[src/rtl/bin_to_bcd_seq.sv]
// Sequential 8-bit binary to 3-digit BCD converter (double-dabble, one bit per clock).
// A start in IDLE launches an 8-cycle conversion; done pulses once when bcd updates.
module bin_to_bcd_seq (
    input  logic        clk,
    input  logic        rst_n,
    input  logic        start,
    input  logic [7:0]  bin,
    output logic [11:0] bcd,
    output logic        busy,
    output logic        done
);

    typedef enum logic {
        IDLE  = 1'b0,
        SHIFT = 1'b1
    } state_t;

    state_t      r_state;
    state_t      w_next_state;
    logic [7:0]  r_sr;
    logic [11:0] r_scratch;
    logic [2:0]  r_cnt;
    logic [11:0] r_bcd;
    logic        r_busy;
    logic        r_done;
    logic [11:0] w_scratch_nxt;
    logic        w_last_shift;

    function automatic logic [3:0] digit_adj(input logic [3:0] d);
        logic [3:0] r;
        if (d >= 4'd5) begin
            r = d + 4'd3;
        end else begin
            r = d;
        end
        return r;
    endfunction

    // Correct every digit first, then shift the next binary bit into the ones digit.
    function automatic logic [11:0] dabble_step(input logic [11:0] s, input logic b);
        logic [11:0] a;
        a = {digit_adj(s[11:8]), digit_adj(s[7:4]), digit_adj(s[3:0])};
        return {a[10:0], b};
    endfunction

    assign w_scratch_nxt = dabble_step(r_scratch, r_sr[7]);
    assign w_last_shift  = (r_cnt == 3'd7);

    // Next-state logic
    always_comb begin
        w_next_state = r_state;
        case (r_state)
            IDLE: begin
                if (start) begin
                    w_next_state = SHIFT;
                end else begin
                    w_next_state = IDLE;
                end
            end
            SHIFT: begin
                if (w_last_shift) begin
                    w_next_state = IDLE;
                end else begin
                    w_next_state = SHIFT;
                end
            end
            default: w_next_state = IDLE;
        endcase
    end

    // State register
    always_ff @(posedge clk or negedge rst_n) begin
        if (!rst_n) begin
            r_state <= IDLE;
        end else begin
            r_state <= w_next_state;
        end
    end

    // Datapath: operand capture, dabble steps and registered result/flags
    always_ff @(posedge clk or negedge rst_n) begin
        if (!rst_n) begin
            r_sr      <= 8'h00;
            r_scratch <= 12'h000;
            r_cnt     <= 3'd0;
            r_bcd     <= 12'h000;
            r_busy    <= 1'b0;
            r_done    <= 1'b0;
        end else begin
            r_done <= 1'b0;
            case (r_state)
                IDLE: begin
                    if (start) begin
                        r_sr      <= bin;
                        r_scratch <= 12'h000;
                        r_cnt     <= 3'd0;
                        r_busy    <= 1'b1;
                    end else begin
                        r_busy    <= 1'b0;
                    end
                end
                SHIFT: begin
                    r_scratch <= w_scratch_nxt;
                    r_sr      <= {r_sr[6:0], 1'b0};
                    r_cnt     <= r_cnt + 3'd1;
                    // bcd only ever takes the finished value, never a partial one
                    if (w_last_shift) begin
                        r_bcd  <= w_scratch_nxt;
                        r_done <= 1'b1;
                        r_busy <= 1'b0;
                    end else begin
                        r_busy <= 1'b1;
                    end
                end
                default: begin
                    r_busy <= 1'b0;
                end
            endcase
        end
    end

    assign bcd  = r_bcd;
    assign busy = r_busy;
    assign done = r_done;

endmodule
[config.mk]
export PLATFORM = sky130hd
export DESIGN_NAME = bin_to_bcd_seq
export DESIGN_NICKNAME = d
export VERILOG_FILES = /design/src/rtl/bin_to_bcd_seq.sv
export SDC_FILE = /design/constraint.sdc
export NUM_CORES = 1
export LEC_CHECK = 0
export ABC_AREA = 1
export CAP_MARGIN = 20
export CORE_ASPECT_RATIO = 1.5
export CORE_MARGIN = 8
export CORE_UTILIZATION = 53
export CTS_CLUSTER_DIAMETER = 150
export DETAILED_ROUTE_END_ITERATION = 16
export GPL_ROUTABILITY_DRIVEN = 0
export PLACE_DENSITY = 0.79
export SETUP_SLACK_MARGIN = 0.3
export SLEW_MARGIN = 30
export SYNTH_ARGS = -nofsm -noshare
export SYNTH_HDL_FRONTEND = slang
export SYNTH_SLANG_ARGS = --single-unit
export TNS_END_PERCENT = 100
[constraint.sdc]
create_clock -name clk -period 1.5 [get_ports clk]
set_input_delay 0.45 -clock clk [delete_from_list [all_inputs] [get_ports clk]]
set_output_delay 0.45 -clock clk [all_outputs]
set_load 0.005 [all_outputs]
=== Yosys cells after proc, flatten, opt, wreduce, memory -nomap -nowiden ===
Index checks and enable logic that the tools add are counted.

* Bits in registers: 37
* Input bits: 11
* Word-level logic and storage cells: 31

* Add/sub/neg operators: 4
* $lt $le $gt $ge: 3
* Eq/ne operators: 2
* Multiplexer cells: 14
* Bitwise logic cells: 1
* Reductions and logical operators: 1

{| class="wikitable"
|+ Operator list
! operator !! number
|-
| case mux 12 bit (2 select lines) || 1
|-
| case mux 8 bit (2 select lines) || 1
|-
| >= comparator 4 x 3 -> 1 bit, second input constant || 3
|-
| 2-to-1 mux 12 bit || 1
|-
| adder 4 x 2 -> 4 bit, second input constant || 2
|-
| 2-to-1 mux 4 bit || 2
|-
| 2-to-1 mux 8 bit || 1
|-
| 2-to-1 mux 3 bit || 2
|-
| case mux 3 bit (2 select lines) || 1
|-
| 2-to-1 mux 1 bit || 4
|-
| adder 3 x 1 -> 3 bit, second input constant || 1
|-
| adder 3 x 2 -> 3 bit, second input constant || 1
|-
| == test 3 bit, second input constant || 1
|-
| inequality test 2 bit, second input constant || 1
|-
| case mux 1 bit (2 select lines) || 1
|-
| AND reduction 2 bit || 1
|-
| NOT 1 bit || 1
|}

=== Longest topological paths before layout ===
Gate-level depths: netlist of the first run.

* Word-level depth: 3
* Mapped depth: 8
* Mapped depth without buffers: 8

=== Worst setup path after synthesis of the first run ===
No wires, ideal clock.

* Path kind: register -> register
* Start point: register r_cnt[0]
* End point: register r_bcd[0] (netlist: bcd[0])
* Arrival time: 1.113 ns
* Path slack: 0.261 ns
* Cell stages (with the launch flop): 6
* Path buffers: 1
* Cell sequence: dfrtp_1 > ha_1 > ha_1 > nand2_2 > buf_2 > o21ai_0

* Longest elaborated chain between the ends: 2

{| class="wikitable"
|+ Ends and longest elaborated chain
! element !! RTL line !! text
|-
| start: declaration || 22 || <nowiki>logic [2:0] r_cnt;</nowiki>
|-
| start signal: assignment || 105 || <nowiki>r_cnt <= r_cnt + 3'd1;</nowiki>
|-
| == test 3 bit || 47 || <nowiki>assign w_last_shift = (r_cnt == 3'd7);</nowiki>
|-
| AND reduction 2 bit (no line) || - ||
|-
| end signal: assignment || 108 || <nowiki>r_bcd <= w_scratch_nxt;</nowiki>
|-
| end: declaration || 23 || <nowiki>logic [11:0] r_bcd;</nowiki>
|}

No other way between the ends.
A chain may end at the register's enable or synchronous reset.

=== Worst setup path in the final report of the first run ===
* Start point: register r_bcd[4] (netlist: bcd[4])
* End point: output port bcd[4]

{| class="wikitable"
|+ RTL lines
! element !! RTL line !! text
|-
| end: declaration || 8 || <nowiki>output logic [11:0] bcd,</nowiki>
|}

No word-level cell between the ends.

==> results.md, run 1 <==
* Register bit total from synthesis at 37
* FF-to-FF End: r_scratch[5]$_DFFE_PN0P_
* Fillers at 189
* CP required at 1.05 ns
* Detailed Route WL at 4.90 mm
* Avg Vias per Cell at roughly 5.7
* Pre-CTS WS at -0.0380 ns
* Final hold vios at 0
* Antenna violations before repair at 0
* Io pins at 25
* Die area at 5390 um2
* Fmax at 0.766 GHz
* WHS Endpoint: bcd[6]$_DFFE_PN0P_
* Core area at around 3100 um2
* Remaining antenna violation count at 0
* Warnings, synthesis at 0
* Internal power at around 3.7 mW
* TritonCTS sink count at 37
* Buf/Inv on CP at 1
* Largest net degree at the start of global routing at 38
* Inserted Diodes at 0
* Synthesized net count at 217
* Clk_skew at about 0.014 ns
* Reg power frac at 0.300
* PnR worst setup slack at approximately 0.19 ns
* Syn Std Cell Area at ~1700 um2
* Count of cell types in the netlist at 17
* Synth area leaders: dfrtp_1 (54%), nand2_1 (12%), nand3_1 (6.1%), ha_1 (5.8%), o22ai_1 (3.6%)
* CTS tree: built
* Post-synth EDFFs at 0
* Tightest Pin Transition at roughly 0.36 ns
* Crit-path cells: buf_2
* Number of CTS-inserted buffers at 5
* P per Cell Area at 2460 nW/um2
* # nets final at 271
* Clk slew on worst S/H paths at 0.08 ns
* GR Overflow Total at 0
* Iteration count of the initial detailed-routing pass at 4
* Avg Cell Area, Syn at 8.74 um2
* Ys async rst share at 1.00
* Switch Pwr at 2.59 mW
* Critical-path top delay cell: dfrtp_1
* Hold WC Path Type: flip-flop to flip-flop
* Pleak at 1.25 nW
* Minimum clock period at 1.31 ns
* DR iter-0 viols at 87
* Part of the cycle the worst path needs at 0.871
* Max-cap viol count at 0
* Initial Util at 0.553
* Drt wl/cell at 16.7 um
* Share of the synthesized area in the top cell type at 0.535
* DR vias at 1656
* Max_slew headroom at 0.758
* Crit path max fanout at 2
* Die W at 62.7 um
* Hold Crit Start: bcd[6]$_DFFE_PN0P_
* Maximum vdd drop at 0.00181 V
* Launch point of the worst path: bcd[4]$_DFFE_PN0P_
* RSZ-0062 raised after global routing: yes
* Sequential-to-total area share from yosys stat at 0.535
* First-pass GRT wire length at roughly 7.1 mm
* R2r worst-path depth at 8
* Critical path class: flip-flop to output port
* Combinational Power Share at 0.537
* Worst hold path cell count at 2
* Setup TNS at 0 ns
* CP max stage delay at 0.41 ns
* FF-to-FF Start: r_scratch[5]$_DFFE_PN0P_
* Hold Buf Count CTS at 0
* Deepest clock path buffer count at 2
* Switch share at 0.413
* DRC viols at 0
* Clk root buf: clkbuf_8
* Clock Latency Late Sink at 0.29 ns
* Share of layout cells above drive strength 1 at 0.407
* Vias in the first global route at 1589
* FF-to-FF setup slack at roughly 0.22 ns
* Slew Limit Fails at 0
* Layout area overhead at 47.1%
* Total number of H-tree levels at 2
* # setup viols final at 0
* Critical path's top delay family: flip-flops
* WP data arrival at 0.86 ns
* Primary FF master, synth: dfrtp_1
* Post-DP HPWL at 2.62 mm
* I/O Buffers at 24
* Startpoint types: flip-flop
* Die height at 86.0 um
* Overall Global Routing Usage at 0.169
* Outcome: complete, no violations
* Syn Inst Count at 198
* Worst Setup End Kind: output port
* Core Rows at 25
* Leading area contributor after synthesis: dfrtp_1
* Clock network power share at 0.163
[cell usage after synthesis (4+ instances only)]
cell type	instances
nand4_1	6
nor2_1	14
nand3_1	21
ha_1	8
o22ai_1	10
o21ai_0	11
dfrtp_1	37
nor3_1	7
inv_1	14
inv_2	4
nand2_1	55
[power by group through the flow]
stage               logic [mW]  registers, mW  clock network (mW)
floorplan                 1.53           1.77                   0
global placement          2.21           1.80                   0
detailed placement        2.27           1.81                   0
CTS                       2.50           1.80                1.03
global route              3.70           1.92                1.08
finish                    3.37           1.88                1.02
[cells by family after synthesis]
kind of cell / share of synthesized area
DFF: 0.535
AOI/OAI and AO/OA: 0.0810
buffers and inverters: 0.0665
and+or+nand+nor: 0.260
adders and majority gates: 0.0578
[through the flow]
step                      instance area [um2]  power [mW]  utilization  hold slack [ns]  cells
after floorplan                          1740        3.30            -            0.154    198
after global placement                   2050        4.00        0.654            0.463    264
after detailed placement                 2050        4.08        0.654            0.465    264
after CTS                                2270        5.33        0.725            0.480    282
after global routing                     2550        6.70        0.814            0.520    293
final                                    2550        6.27        0.814            0.477    293
[how the worst max path moves through the flow]
stage | end | depth (start not counted)
final | bcd[4] | 1
after CTS | bcd[0] | 1
after detailed placement | r_cnt[2]$_DFFE_PN0P_ | 5
after global routing | bcd[5]$_DFFE_PN0P_ | 7
after floorplan | bcd[4]$_DFFE_PN0P_ | 6
after global placement | r_cnt[1]$_DFFE_PN0P_ | 5
[sequential cells by signal, indices dropped and copies added, names as in the netlist]
register	count
r_scratch	12
r_cnt	3
bcd	12
r_sr	8
busy	1
done	1
[final cells by class]
type | instances | area, um2 | share of cell area
clock buffer | 5 | 68.8 | 0.0270
clock inverter | 3 | 65.1 | 0.0256
inverter | 18 | 77.6 | 0.0305
multi-input combinational | 137 | 935 | 0.367
sequential | 37 | 927 | 0.364
tap | 40 | 50.0 | 0.0197
timing repair buffer | 53 | 423 | 0.166
[worst reg2reg max path, stage by stage, from the launching register on]
cell and delay (ns):
dfrtp_1 0.41, inv_2 0.13, ha_4 0.15, inv_2 0.04, nand2_4 0.08, nand3_4 0.12
nand2_2 0.11, nand3_2 0.10, nand2_2 0.08
[layer usage]
metal	up-vias	share of wire	routed length, um	GRT usage
met2	60	0.55	2700	0.307
met3	10	0.054	266	0.0574
met1	815	0.37	1800	0.165
met5	-	0	0	0
li1	771	-	-	-
met4	0	0.027	133	0.0875
[cells in the final DEF (no fill, tap or decap)]
cell type and n:
o22ai_2 2, nor3_4 1, o21ai_0 5, dfrtp_1 36, a21oi_1 1, dfrtp_2 1
nand2_4 4, inv_4 1, nand2_2 9, buf_2 14, o21ai_1 4, a22o_1 2
inv_1 5, nor3_1 3, nand2_1 43, clkbuf_8 5, nand3_1 13, nand3_4 1
buf_6 4, ha_2 2, inv_8 1, clkdlybuf4s50_1 10, ha_4 6, inv_2 11
bufinv_16 2, nor2_1 14, o21ai_2 1, buf_4 23, nand3_2 7, o22ai_1 8
buf_12 1, nand2_8 1, nor3_2 3, nand4_1 6, clkinv_2 1, buf_8 1
o21ai_4 1
[what timing repair did]
item	in CTS	in global routing
gates cloned	0	0
gates resized for setup	86	47
buffers inserted	10	11
pin swaps	5	25
endpoints found under the setup margin	44	46
Note: power is estimated with default switching activity, not from simulation.
==> run 2: changes to the inputs <==
--- a/config.mk
+++ b/config.mk
@@ -11,6 +11,7 @@
 export CORE_MARGIN = 8
 export CORE_UTILIZATION = 53
 export CTS_CLUSTER_DIAMETER = 150
+export CTS_CLUSTER_SIZE = 10
 export DETAILED_ROUTE_END_ITERATION = 16
 export GPL_ROUTABILITY_DRIVEN = 0
 export PLACE_DENSITY = 0.79
==> results of run 2 <==
Final layout, timing and power as in run 1 (identical DEF).
